[src/rtl/seq_count_ctrl_pkg.sv]
// ----------------------------------------------------------------------------
// seq_count_pkg
// Shared definitions for the sequence counter controller:
//   - state_e        : controller states (IDLE, RUN, PAUSE)
//   - DEF_W / DEF_AW : default value width and table index width
//   - RST_LEN        : index of the last entry after reset
//   - rst_entry()    : reset contents of the sequence table {0,3,5,7,2,1,0,0}
// ----------------------------------------------------------------------------
package seq_count_pkg;

    typedef enum logic [1:0] {
        S_IDLE  = 2'd0,
        S_RUN   = 2'd1,
        S_PAUSE = 2'd2
    } state_e;

    localparam int DEF_W  = 3;
    localparam int DEF_AW = 3;

    localparam logic [DEF_AW-1:0] RST_LEN = 3'd5;

    // Reset value of table entry i.
    function automatic logic [DEF_W-1:0] rst_entry(input int unsigned i);
        logic [DEF_W-1:0] v;
        case (i)
            32'd0:   v = 3'd0;
            32'd1:   v = 3'd3;
            32'd2:   v = 3'd5;
            32'd3:   v = 3'd7;
            32'd4:   v = 3'd2;
            32'd5:   v = 3'd1;
            default: v = 3'd0;
        endcase
        return v;
    endfunction

endpackage

[src/rtl/seq_count_ctrl_if.sv]
// ----------------------------------------------------------------------------
// seq_count_ctrl_if
// Control/configuration/status bundle of the sequence counter controller.
//   master : drives cfg_we/cfg_addr/cfg_data, len, start, stop, hold, loop
//            (and dir when SEQ_COUNT_CTRL_DIR_EN is defined); observes status
//   slave  : the controller side; drives o, idx, busy, wrap, done
// Optional macro: SEQ_COUNT_CTRL_DIR_EN adds the dir signal.
// ----------------------------------------------------------------------------
interface seq_count_ctrl_if
    import seq_count_pkg::*;
#(
    parameter int W  = DEF_W,
    parameter int AW = DEF_AW
) ();

    logic          cfg_we;
    logic [AW-1:0] cfg_addr;
    logic [W-1:0]  cfg_data;
    logic [AW-1:0] len;
    logic          start;
    logic          stop;
    logic          hold;
    logic          loop;
`ifdef SEQ_COUNT_CTRL_DIR_EN
    logic          dir;
`endif
    logic [W-1:0]  o;
    logic [AW-1:0] idx;
    logic          busy;
    logic          wrap;
    logic          done;

    modport master (
        output cfg_we, cfg_addr, cfg_data, len, start, stop, hold, loop,
`ifdef SEQ_COUNT_CTRL_DIR_EN
        output dir,
`endif
        input  o, idx, busy, wrap, done
    );

    modport slave (
        input  cfg_we, cfg_addr, cfg_data, len, start, stop, hold, loop,
`ifdef SEQ_COUNT_CTRL_DIR_EN
        input  dir,
`endif
        output o, idx, busy, wrap, done
    );

endinterface

[src/rtl/seq_count_table.sv]
// ----------------------------------------------------------------------------
// seq_count_table
// 2**AW x W sequence register file, updated on the falling edge of clk.
//   clr            : synchronous reload of the default table
//   we/waddr/wdata : single write port
//   raddr/rdata    : combinational read port (returns pre-write contents)
// ----------------------------------------------------------------------------
module seq_count_table
    import seq_count_pkg::*;
#(
    parameter int W  = DEF_W,
    parameter int AW = DEF_AW
) (
    input  logic          clk,
    input  logic          clr,
    input  logic          we,
    input  logic [AW-1:0] waddr,
    input  logic [W-1:0]  wdata,
    input  logic [AW-1:0] raddr,
    output logic [W-1:0]  rdata
);

    localparam int DEPTH = 2 ** AW;

    logic [W-1:0] mem_q [DEPTH];
    logic [W-1:0] mem_d [DEPTH];

    // Next table contents: apply the write, if any.
    always_comb begin
        mem_d = mem_q;
        if (we) begin
            mem_d[waddr] = wdata;
        end else begin
            mem_d = mem_q;
        end
    end

    // Table storage with default reload on clr.
    always_ff @(negedge clk) begin
        if (clr) begin
            for (int i = 0; i < DEPTH; i++) begin
                mem_q[i] <= W'(rst_entry(i));
            end
        end else begin
            mem_q <= mem_d;
        end
    end

    assign rdata = mem_q[raddr];

endmodule

[src/rtl/seq_count_ctrl.sv]
// ----------------------------------------------------------------------------
// seq_count_ctrl
// Steps a W-bit output through a programmable 2**AW entry table with an
// IDLE/RUN/PAUSE state machine; all state changes on the falling clk edge.
//   clk, clr : clock and synchronous active-high reset (table reloads too)
//   ifc      : seq_count_ctrl_if.slave (config write, len/loop/start/stop/
//              hold controls, o/idx/busy/wrap/done status)
// Optional macro: SEQ_COUNT_CTRL_DIR_EN adds ifc.dir; when sampled high at
// start the sequence runs from entry len down to entry 0.
// ----------------------------------------------------------------------------
module seq_count_ctrl
    import seq_count_pkg::*;
#(
    parameter int W  = DEF_W,
    parameter int AW = DEF_AW
) (
    input  logic           clk,
    input  logic           clr,
    seq_count_ctrl_if.slave ifc
);

    localparam logic [1:0] ST_IDLE  = S_IDLE;
    localparam logic [1:0] ST_RUN   = S_RUN;
    localparam logic [1:0] ST_PAUSE = S_PAUSE;

    logic [1:0]    state_q, state_d;
    logic [AW-1:0] idx_q,   idx_d;
    logic [W-1:0]  o_q,     o_d;
    logic [AW-1:0] len_q,   len_d;
    logic          loop_q,  loop_d;
    logic          wrap_q,  wrap_d;
    logic          done_q,  done_d;
    logic          load_s;
    logic          clear_s;
    logic          dir_s;
    logic          start_dir_s;
    logic          tbl_we_s;
    logic [W-1:0]  rdata_s;

`ifdef SEQ_COUNT_CTRL_DIR_EN
    logic dir_q, dir_d;
    assign dir_s       = dir_q;
    assign start_dir_s = ifc.dir;
`else
    assign dir_s       = 1'b0;
    assign start_dir_s = 1'b0;
`endif

    // Configuration writes only land while idle.
    assign tbl_we_s = ifc.cfg_we && (state_q == ST_IDLE);

    // Read address follows the next index so o_d can pick up its entry.
    seq_count_table #(.W(W), .AW(AW)) u_table (
        .clk   (clk),
        .clr   (clr),
        .we    (tbl_we_s),
        .waddr (ifc.cfg_addr),
        .wdata (ifc.cfg_data),
        .raddr (idx_d),
        .rdata (rdata_s)
    );

    // FSM and index next-state: stop > start > hold > step.
    always_comb begin
        state_d = state_q;
        idx_d   = idx_q;
        len_d   = len_q;
        loop_d  = loop_q;
        wrap_d  = 1'b0;
        done_d  = 1'b0;
        load_s  = 1'b0;
        clear_s = 1'b0;
`ifdef SEQ_COUNT_CTRL_DIR_EN
        dir_d   = dir_q;
`endif
        if (ifc.stop) begin
            state_d = ST_IDLE;
            idx_d   = {AW{1'b0}};
            clear_s = 1'b1;
        end else if (ifc.start) begin
            state_d = ST_RUN;
            len_d   = ifc.len;
            loop_d  = ifc.loop;
            idx_d   = start_dir_s ? ifc.len : {AW{1'b0}};
            load_s  = 1'b1;
`ifdef SEQ_COUNT_CTRL_DIR_EN
            dir_d   = ifc.dir;
`endif
        end else begin
            case (state_q)
                ST_IDLE: begin
                    state_d = ST_IDLE;
                end
                ST_RUN: begin
                    if (ifc.hold) begin
                        state_d = ST_PAUSE;
                    end else if (idx_q == (dir_s ? {AW{1'b0}} : len_q)) begin
                        if (loop_q) begin
                            idx_d  = dir_s ? len_q : {AW{1'b0}};
                            load_s = 1'b1;
                            wrap_d = 1'b1;
                        end else begin
                            state_d = ST_IDLE;
                            done_d  = 1'b1;
                        end
                    end else begin
                        idx_d  = dir_s ? (idx_q - AW'(1)) : (idx_q + AW'(1));
                        load_s = 1'b1;
                    end
                end
                ST_PAUSE: begin
                    if (!ifc.hold) begin
                        state_d = ST_RUN;
                    end else begin
                        state_d = ST_PAUSE;
                    end
                end
                default: begin
                    state_d = ST_IDLE;
                    idx_d   = {AW{1'b0}};
                    clear_s = 1'b1;
                end
            endcase
        end
    end

    // Output value next-state: cleared, reloaded from the table, or held.
    always_comb begin
        o_d = o_q;
        if (clear_s) begin
            o_d = {W{1'b0}};
        end else if (load_s) begin
            o_d = rdata_s;
        end else begin
            o_d = o_q;
        end
    end

    // Controller registers.
    always_ff @(negedge clk) begin
        if (clr) begin
            state_q <= ST_IDLE;
            idx_q   <= {AW{1'b0}};
            o_q     <= {W{1'b0}};
            len_q   <= AW'(RST_LEN);
            loop_q  <= 1'b0;
            wrap_q  <= 1'b0;
            done_q  <= 1'b0;
`ifdef SEQ_COUNT_CTRL_DIR_EN
            dir_q   <= 1'b0;
`endif
        end else begin
            state_q <= state_d;
            idx_q   <= idx_d;
            o_q     <= o_d;
            len_q   <= len_d;
            loop_q  <= loop_d;
            wrap_q  <= wrap_d;
            done_q  <= done_d;
`ifdef SEQ_COUNT_CTRL_DIR_EN
            dir_q   <= dir_d;
`endif
        end
    end

    assign ifc.o    = o_q;
    assign ifc.idx  = idx_q;
    assign ifc.busy = (state_q != ST_IDLE);
    assign ifc.wrap = wrap_q;
    assign ifc.done = done_q;

endmodule

[src/flat_wrapper.sv]
// flat-port wrapper written by rule: the top's interface ports become plain ports
module seq_count_ctrl_flat import seq_count_pkg::*;
#(
    parameter int W  = DEF_W,
    parameter int AW = DEF_AW
)
  (clk, clr, ifc_cfg_we, ifc_cfg_addr, ifc_cfg_data, ifc_len, ifc_start, ifc_stop, ifc_hold, ifc_loop, ifc_o, ifc_idx, ifc_busy, ifc_wrap, ifc_done);
  seq_count_ctrl_if #(.W(W), .AW(AW)) ifc_i ();
  input  logic clk;
  input  logic clr;
  input wire logic [$bits(ifc_i.cfg_we)-1:0] ifc_cfg_we;
  input wire logic [$bits(ifc_i.cfg_addr)-1:0] ifc_cfg_addr;
  input wire logic [$bits(ifc_i.cfg_data)-1:0] ifc_cfg_data;
  input wire logic [$bits(ifc_i.len)-1:0] ifc_len;
  input wire logic [$bits(ifc_i.start)-1:0] ifc_start;
  input wire logic [$bits(ifc_i.stop)-1:0] ifc_stop;
  input wire logic [$bits(ifc_i.hold)-1:0] ifc_hold;
  input wire logic [$bits(ifc_i.loop)-1:0] ifc_loop;
  output wire logic [$bits(ifc_i.o)-1:0] ifc_o;
  output wire logic [$bits(ifc_i.idx)-1:0] ifc_idx;
  output wire logic [$bits(ifc_i.busy)-1:0] ifc_busy;
  output wire logic [$bits(ifc_i.wrap)-1:0] ifc_wrap;
  output wire logic [$bits(ifc_i.done)-1:0] ifc_done;
  assign ifc_i.cfg_we = ifc_cfg_we;
  assign ifc_i.cfg_addr = ifc_cfg_addr;
  assign ifc_i.cfg_data = ifc_cfg_data;
  assign ifc_i.len = ifc_len;
  assign ifc_i.start = ifc_start;
  assign ifc_i.stop = ifc_stop;
  assign ifc_i.hold = ifc_hold;
  assign ifc_i.loop = ifc_loop;
  assign ifc_o = ifc_i.o;
  assign ifc_idx = ifc_i.idx;
  assign ifc_busy = ifc_i.busy;
  assign ifc_wrap = ifc_i.wrap;
  assign ifc_done = ifc_i.done;
  seq_count_ctrl #(.W(W), .AW(AW)) u_core (.clk(clk), .clr(clr), .ifc(ifc_i));
endmodule
[config.mk]
export PLATFORM = sky130hd
export DESIGN_NAME = seq_count_ctrl_flat
export DESIGN_NICKNAME = d
export VERILOG_FILES = /design/src/rtl/seq_count_ctrl_pkg.sv /design/src/rtl/seq_count_ctrl_if.sv /design/src/rtl/seq_count_table.sv /design/src/rtl/seq_count_ctrl.sv /design/src/flat_wrapper.sv
export SDC_FILE = /design/constraint.sdc
export NUM_CORES = 1
export LEC_CHECK = 0
export ABC_CLOCK_PERIOD_IN_PS = 2060
export BUFFER_PORTS_ARGS = -buffer_cell sky130_fd_sc_hd__buf_4
export CAP_MARGIN = 20
export CORE_MARGIN = 2
export CORE_UTILIZATION = 45
export CTS_CLUSTER_DIAMETER = 40
export DETAILED_ROUTE_END_ITERATION = 7
export PLACE_DENSITY_LB_ADDON = 0.05
export SETUP_SLACK_MARGIN = 0.2
export SLEW_MARGIN = 40
export SYNTH_ARGS = -nofsm -noshare
export SYNTH_HDL_FRONTEND = slang
export SYNTH_SLANG_ARGS = --single-unit
[constraint.sdc]
create_clock -name clk -period 2.06 [get_ports clk]
set_input_delay 0.206 -clock clk [delete_from_list [all_inputs] [get_ports clk]]
set_output_delay 0.206 -clock clk [all_outputs]
set_load 0.02 [all_outputs]
==> results by stage, run 1 <==
Routing:
- The detailed-route vias per instance is 5.40.
- The first routing iteration left 97 violations.
- Summing over every cut layer, the via total after detailed routing is 2073.
- The detail route stage leaves a number of antenna-violating nets equal to 0.
- The length of the first detailed-routing pass in iterations is 4.
- The wire length after detailed routing is 5930 um.
- The average wire per cell in the routed design is 15.4 um.
- The DRC violations left is 0.

Yosys:
- Ranked by instance count, the synthesized netlist is headed by dfxtp_1 (38), nor2_1 (32), mux2i_1 (22).
- The synthesized netlist occupies a cell area of 1980 um^2.
- The average footprint of a synthesized cell is 9.00 um^2.
- Summing the areas of all compound-gate instances in the mapped netlist gives 18.8% of the synthesized area.
- In the synthesized netlist, the number of instances is 220.
- The net count after synthesis is 242.
- The share of synthesized area in the top cell type comes to 38.4%.
- In this run, distinct cell masters in the synthesized netlist total 45.
- After synthesis, the share of flip-flops with an asynchronous set or reset is 0%.
- By area the synthesized netlist is led by dfxtp_1 (38%), mux2i_1 (11%), nor2_1 (6.1%), a211o_1 (4.9%), ha_1 (3.8%).
- The area share of and/or/nand/nor cells after synthesis is 18.7%.
- By area, the combinational part of the netlist is dominated by compound AO/OA/AOI/OAI gates.
- During synthesis, Yosys emitted a total of 0 warnings.
- The number of enable-type register cells in the synthesized netlist is 0.
- The cell type contributing the most total cell area after synthesis is dfxtp_1.
- After Yosys synthesis, full adders, half adders and majority gates account for 3.79% of the synthesized area.
- The post-synthesis sequential area ratio is 38.4%.
- The total of flip-flops plus latches after synthesis is 38.
- The most used flip-flop cell after synthesis is dfxtp_1.
- Measured against the total synthesized area, the mux share comes to 12.5%.
- The most numerous cell in the Yosys netlist is dfxtp_1.
- Of the total synthesized cell area, the portion taken by XOR and XNOR cells is 2.47%.

Status:
- The checks that failed: setup timing.
- The flow ran to the end, but the final reports show violations.

Timing:
- At the pin with the least slew margin, the transition time is 639 ps.
- The number of hold violations in the final report is 0.
- The clock skew after layout is 13.3 ps.
- The max-slew violation count is 0.
- Setup repair after global routing could not meet its margin everywhere.
- The worst pin sits at a relative slew slack of 57.3%.
- Setup violations remaining at the end of the flow were counted as 10.
- The worst path setup slack after routing is -530 ps.

Global routing:
- The first-pass GRT wire length is 9210 um.
- The residual overflow from global routing is 0.
- The maximum number of pins on one net before global-route repair is 26.
- Global routing used 23.8% of the available tracks.
- The number of antenna violations at the first check in global routing came to 0.
- The number of global-route vias before repair is 2109.

Hold path:
- The worst min-delay path class is flop to flop.
- Along the worst hold path, the cell count comes to 1.

Layout:
- The final-stage net count is 353.
- The number of standard cells in the final layout excluding fillers is 384.
- The post-route netlist has 42.8% of its cells at a drive strength greater than 1.
- The area of all placed cells without fillers is 3260 um^2.
- The area growth from synthesis to layout is 64.7%.
- 0 antenna diodes ended up in the layout.

Critical path:
- The number of buffers and inverters on the critical path is 1.
- The setup path with the least slack is of type input pin to flop.
- The critical register-to-register path endpoint is u_core.ifc.o[0]$_SDFFE_NP0P_.
- Among cell families on the critical path, the largest total delay comes from compound AO/OA/AOI/OAI gates.
- STA classifies the critical path startpoint as an input pin.
- The number of cells traversed by the worst register-to-register path is 13.
- STA puts the critical path data required time at 1260 ps.
- The logic depth of the worst setup path including buffers is 8.
- In this run the worst setup path terminates at u_core.ifc.o[2]$_SDFFE_NP0P_.
- The cell with the largest stage delay on the worst path is mux2_4.
- The sort of element at the end of the critical path is a flop.
- Along the worst path, the maximum fanout reaches 5.
- Data arrives at the worst endpoint at 1780 ps.
- The critical path startpoint is ifc_hold.
- The worst register-to-register path has a setup slack of -270 ps.
- For this run, the slowest stage of the critical path takes 300 ps.
- The worst register-to-register path begins at u_core.state_q[1]$_SDFFE_NP0P_.
- Traced cell by cell, the critical path runs through buf_8, nand3b_1, a31o_1, a311oi_2, or2_4, mux2_4, o211ai_1, a211oi_2.

Placed design:
- The final weighted congestion in routability-driven placement is 0.892.
- Input and output buffers added on the ports amount to 24.
- The cell count after placement is 325.
- The post-DP HPWL is 3800 um.
- After detailed placement, the total cell area comes to 2610 um^2.

Clock tree:
- In this run the number of H-tree levels came out at 2.
- The clock latency on the worst-skew pair is 370 ps.
- The clock-pin slew of the registers on the worst-case setup and hold paths is 30 ps.
- In this run the deepest clock path goes through 2 buffers.
- For this design, the sink count on the clock tree is 38.
- TritonCTS built the clock tree.
- CTS placed an instance of clkbuf_8 at the clock tree root.
- Counting the buffers created by CTS gives 5.

Die:
- The full die area is 4940 um^2.
- The floorplan step set the die height to 70.3 um.
- The cell row count is 24.
- The floorplan core area is 4290 um^2.
- The die is 70.3 um wide.
- The total I/O pin count is 25.
- The starting density of the core is 46.1%.

Power and ir drop:
- Summed over all cells, the static leakage comes to 1.49 nW.
- The peak supply drop is 0.494 mV.
- The power density of the placed cells is 569 nW/um^2.

Flow run:
- Across the run, the number of max-cap violations was 0.
through the flow:
step / setup TNS, ps / utilization (%) / hold WS [ps] / power (mW) / setup slack [ps]
after CTS: -2150 / 72.1 / 462 / 1.86 / -439
after global placement: -7240 / 60.7 / 444 / 1.09 / -799
after floorplan: -2770 / - / 435 / 1.01 / -688
after global routing: -2940 / 75.9 / 488 / 2.00 / -548
after detailed placement: -8090 / 60.7 / 454 / 1.10 / -884
final: -2520 / 75.9 / 478 / 1.86 / -530
logic make-up (layout without fill, tap and decap cells):
logic type / Yosys count / count (layout)
mux: 24 / 24
simple gates: 75 / 75
compound gates: 50 / 50
flops: 38 / 38
fa+ha+maj: 6 / 6
buf+inv: 24 / 136
xor+xnor: 3 / 3
placed cells by master (no fill, tap or decap), drive strengths merged, types with 5 or more instances in the layout:
cell / count
a21oi: 7
o21ai: 9
nand2: 11
clkbuf: 5
nor2b: 12
ha: 6
mux2i: 22
buf: 76
a211o: 11
inv: 54
dfxtp: 38
o211ai: 5
nor2: 32
report_power, final:
group / switching (mW) / internal, mW
Clock: 0.494 / 0.341
Sequential: 0.0176 / 0.755
Combinational: 0.119 / 0.130
Total: 0.631 / 1.23
state kept, by name, indices dropped and copies added, names as in the netlist:
register and count:
u_core.ifc.wrap 1, u_core.ifc.o 3, u_core.u_table.mem_q 24, u_core.ifc.idx 3
u_core.ifc.done 1, u_core.len_q 3, u_core.state_q 2, u_core.loop_q 1
layout make-up:
class                      count  area [um^2]
clock inverter                41          164
sequential                    38          783
inverter                      13         53.8
tap                           52         65.1
fill                         314         1030
timing repair buffer          77          728
multi-input combinational    158         1400
clock buffer                   5         68.8
worst min path at each step:
stage,from,to
2_1_floorplan,u_core.u_table.mem_q[18]$_SDFFE_NP1P_,u_core.u_table.mem_q[18]$_SDFFE_NP1P_
3_3_place_gp,u_core.u_table.mem_q[18]$_SDFFE_NP1P_,u_core.u_table.mem_q[18]$_SDFFE_NP1P_
3_5_place_dp,u_core.u_table.mem_q[18]$_SDFFE_NP1P_,u_core.u_table.mem_q[18]$_SDFFE_NP1P_
4_1_cts,u_core.u_table.mem_q[18]$_SDFFE_NP1P_,u_core.u_table.mem_q[18]$_SDFFE_NP1P_
5_1_grt,u_core.u_table.mem_q[18]$_SDFFE_NP1P_,u_core.u_table.mem_q[18]$_SDFFE_NP1P_
6_report,u_core.u_table.mem_q[18]$_SDFFE_NP1P_,u_core.u_table.mem_q[18]$_SDFFE_NP1P_
layer usage:
metal / up-vias / routed length [um] / track usage (%)
li1: 1008 / - / -
met1: 1002 / 2530 / 27.1
met2: 46 / 3000 / 38.4
met3: 17 / 255 / 8.66
met4: 0 / 144 / 13.5
met5: - / 0 / 0
repair_timing:
item,CTS,global route
resized for setup,48,24
pin swaps,10,15
endpoints found under the setup margin,26,27
setup buffers,9,4
hold buffers,0,0
cloned,1,0
(Power assumes the default switching activity.)
==> inputs of run 2 (changes only) <==
--- a/config.mk
+++ b/config.mk
@@ -9,7 +9,7 @@
 export BUFFER_PORTS_ARGS = -buffer_cell sky130_fd_sc_hd__buf_4
 export CAP_MARGIN = 20
 export CORE_MARGIN = 2
-export CORE_UTILIZATION = 45
+export CORE_UTILIZATION = 50
 export CTS_CLUSTER_DIAMETER = 40
 export DETAILED_ROUTE_END_ITERATION = 7
 export PLACE_DENSITY_LB_ADDON = 0.05
==> run 2 against run 1 <==
Compared with the run above:
- the flow still finishes with violations (setup timing)
- wire length is 11% higher
- die area is 9.4% lower
- combinational power is 5% higher
- power is 1.8% lower
- critical path depth stayed put
- register-to-register slack worse by 70 ps
- critical path type unchanged
- largest cell class unchanged
==> results by stage, run 2 (synthesis results as in run 1) <==
Clock tree:
- The clock-pin slew of the registers on the worst-case setup and hold paths is 60 ps (+30 ps).
- CTS placed an instance of clkbuf_8 at the clock tree root.
- The clock latency on the worst-skew pair is 370 ps (about the same).
- The CTS buffer count was 5 (unchanged).
- The CTS sink count came to 38 (unchanged).
- The CTS tree is built.
- The buffer levels on the longest clock path is 2 (unchanged).
- The hold buffer count at cts is 0 (unchanged).
- The count of H-tree levels built during CTS is 2 (unchanged).

Critical path:
- The worst setup path is captured at a flop.
- Walking the worst path, the cells encountered are buf_8, nand3b_1, a31o_1, a311oi_2, or2_4, mux2_4, o211ai_1, a211oi_2.
- The type of origin of the critical path is an input pin.
- The critical path in this run is classified as input pin to flop.
- The number of buffer and inverter stages on the critical path was 1 (unchanged).
- The critical path data required time was 1270 ps (about the same).
- The slowest stage of the critical path belongs to the cell mux2_4.
- The worst-path maximum fanout is 5 (unchanged).
- The register-to-register setup slack is -340 ps (-70 ps).
- The worst path arrival time is 1800 ps (+20 ps).
- The delay of the slowest cell on the worst path is 300 ps (about the same).
- The kind of cell with the highest combined delay along the critical path is compound AO/OA/AOI/OAI gates.

Timing:
- The number of hold violations in the final report came to 0 (unchanged).
- The count of endpoints failing setup in the final report came to 11 (+1).
- The max-slew headroom at the worst pin was 58.8% (+1.5 points).
- Setup repair after global routing could not meet its margin everywhere.
- The pin slew with the least headroom to its limit came to 617 ps (-22.6 ps).
- The clock skew after layout is 28.5 ps (+15.2 ps).
- The worst path setup slack after routing is -531 ps (-1.15 ps).
- The max-slew violation count was 0 (unchanged).

Die:
- The height of the die was 66.9 um (-4.8%).
- The width of the chip is 66.9 um (-4.8%).
- The cell row count is 22 (-8.3%).
- The full die area was 4480 um^2 (-9.4%).
- The total I/O pin count was 25 (unchanged).
- The floorplan core area is 3740 um^2 (-13%).
- The starting density of the core is 52.9% (+6.8 points).

Layout:
- The proportion of layout cells with a drive suffix above 1 is 45.0% (+2.2 points).
- Leaving out fill and tap cells, the most frequent cell in the layout is inv_1.
- u_core.u_table.mem_q holds more flip-flops than any other register.
- The final-stage net count is 351 (-0.57%).
- The count of antenna diodes in the layout is 0 (unchanged).
- The flip-flop count of the largest register after layout is 24 (unchanged).
- The signed area change from the synthesized netlist to the final layout is 64.3%.
- The number of standard cells in the final layout excluding fillers is 377 (-1.8%).
- In the layout the commonest cells are inv_1 (45), buf_4 (43), dfxtp_1 (28).

Hold path:
- The worst min-delay path class is flop to flop.

Routing:
- The DRC violations left is 0 (unchanged).
- The detailed-route vias per instance is 5.59 (+3.5%).
- The average wire per cell in the routed design is 17.4 um (+13%).
- The wire length on met2 is 3300 um (+10%).
- Signal routing reaches up to met4.
- The detailed route wirelength on metal3 is 410 um (+61%).
- The remaining antenna violation count after routing was 0 (unchanged).
- The routed length on met1 was 2560 um (+1.2%).
- The first-iteration detailed-routing DRC count was 157 (+62%).
- The wire length after detailed routing is 6560 um (+11%).
- The length of the first detailed-routing pass in iterations is 6 (+2).
- The total number of vias was 2106 (+1.6%).

Global routing:
- The first-pass GRT wire length was 10200 um (+11%).
- The total routing usage reported by global routing is 30.9% (+7.1 points).
- The number of global-route vias before repair was 2295 (+8.8%).
- The maximum number of pins on one net before global-route repair is 28 (+7.7%).
- The number of antenna violations at the first check in global routing is 0 (unchanged).
- The residual overflow from global routing is 0 (unchanged).

Power and ir drop:
- The peak supply drop is 0.588 mV (+19%).
- The total power consumption of the routed design is 1.82 mW (-1.8%).
- The cell leakage power came to 1.47 nW (-1.3%).
- The power density of the placed cells is 560 nW/um^2 (-1.6%).

Placed design:
- The pre-CTS setup slack is -861 ps (+22.8 ps).
- The number of buffer cells added on primary ports came to 24 (unchanged).
- The cell count after placement is 319 (-1.8%).
- The post-DP HPWL is 3950 um (+3.9%).
- The final weighted congestion in routability-driven placement is 0.924 (+3.6%).

Status:
- The run finished, with violations left.
- The final reports fail on setup timing.

Flow run:
- The number of max-cap violations is 0 (unchanged).
==> run 2: changes by cell type in the layout (fill, tap and decap cells not counted), moves of 2 or more <==
cell | previous run | this run
buf_4 | 48 | 43
nor2_2 | 2 | 6
nor2_1 | 23 | 20
nor2b_1 | 12 | 9
nor2b_2 | 0 | 3
buf_12 | 1 | 3
buf_8 | 3 | 5
inv_2 | 3 | 1
inv_4 | 4 | 6
nor4_1 | 2 | 0
nor4_2 | 0 | 2
xnor2_2 | 0 | 2
xnor2_4 | 3 | 1
==> run 2: final timing paths <==
kind / endpoint / startpoint / depth (start not counted)
setup / recovery: u_core.ifc.o[2]$_SDFFE_NP0P_ / ifc_hold / 8
hold / removal: u_core.u_table.mem_q[18]$_SDFFE_NP1P_ / u_core.u_table.mem_q[18]$_SDFFE_NP1P_ / 1
setup reg to reg: u_core.ifc.o[1]$_SDFFE_NP0P_ / u_core.state_q[0]$_SDFFE_NP0P_ / 11
hold reg to reg: u_core.u_table.mem_q[18]$_SDFFE_NP1P_ / u_core.u_table.mem_q[18]$_SDFFE_NP1P_ / 1
==> run 2: area by class of cell <==
class / instances / area, um^2
timing repair buffer: 75 / 744
clock inverter: 40 / 154
fill: 194 / 490
sequential: 38 / 786
tap: 48 / 60.1
clock buffer: 5 / 68.8
multi-input combinational: 158 / 1380
inverter: 13 / 61.3
==> run 2: what timing repair did <==
item                                    CTS  global route
endpoints found under the setup margin   31            34
setup buffers                            11             2
pin swaps                                12            10
cloned                                    1             0
gates resized for setup                  56            29
==> run 2: where the power goes <==
part	switching (mW)	internal, mW	leakage (nW)
combinational	0.128	0.134	0.911
clock	0.465	0.326	0.243
sequential	0.0159	0.753	0.315
total	0.609	1.21	1.47
==> run 2: stage by stage <==
stage	cell area (um^2)	setup TNS, ps	hold WS, ps	util [%]
3_3_place_gp	2600	-7190	446	69.4
4_1_cts	3130	-1720	468	83.7
5_1_grt	3250	-2540	511	86.9
6_report	3250	-2200	490	86.9
2_1_floorplan	2110	-2770	435	-
3_5_place_dp	2600	-8460	457	69.4
==> run 2: layer usage <==
| metal | track usage [%] | vias up |
|---|---|---|
| met5 | 0 | - |
| met4 | 21.9 | 0 |
| met3 | 9.29 | 33 |
| met2 | 51.9 | 89 |
| met1 | 32.8 | 988 |
| li1 | - | 996 |
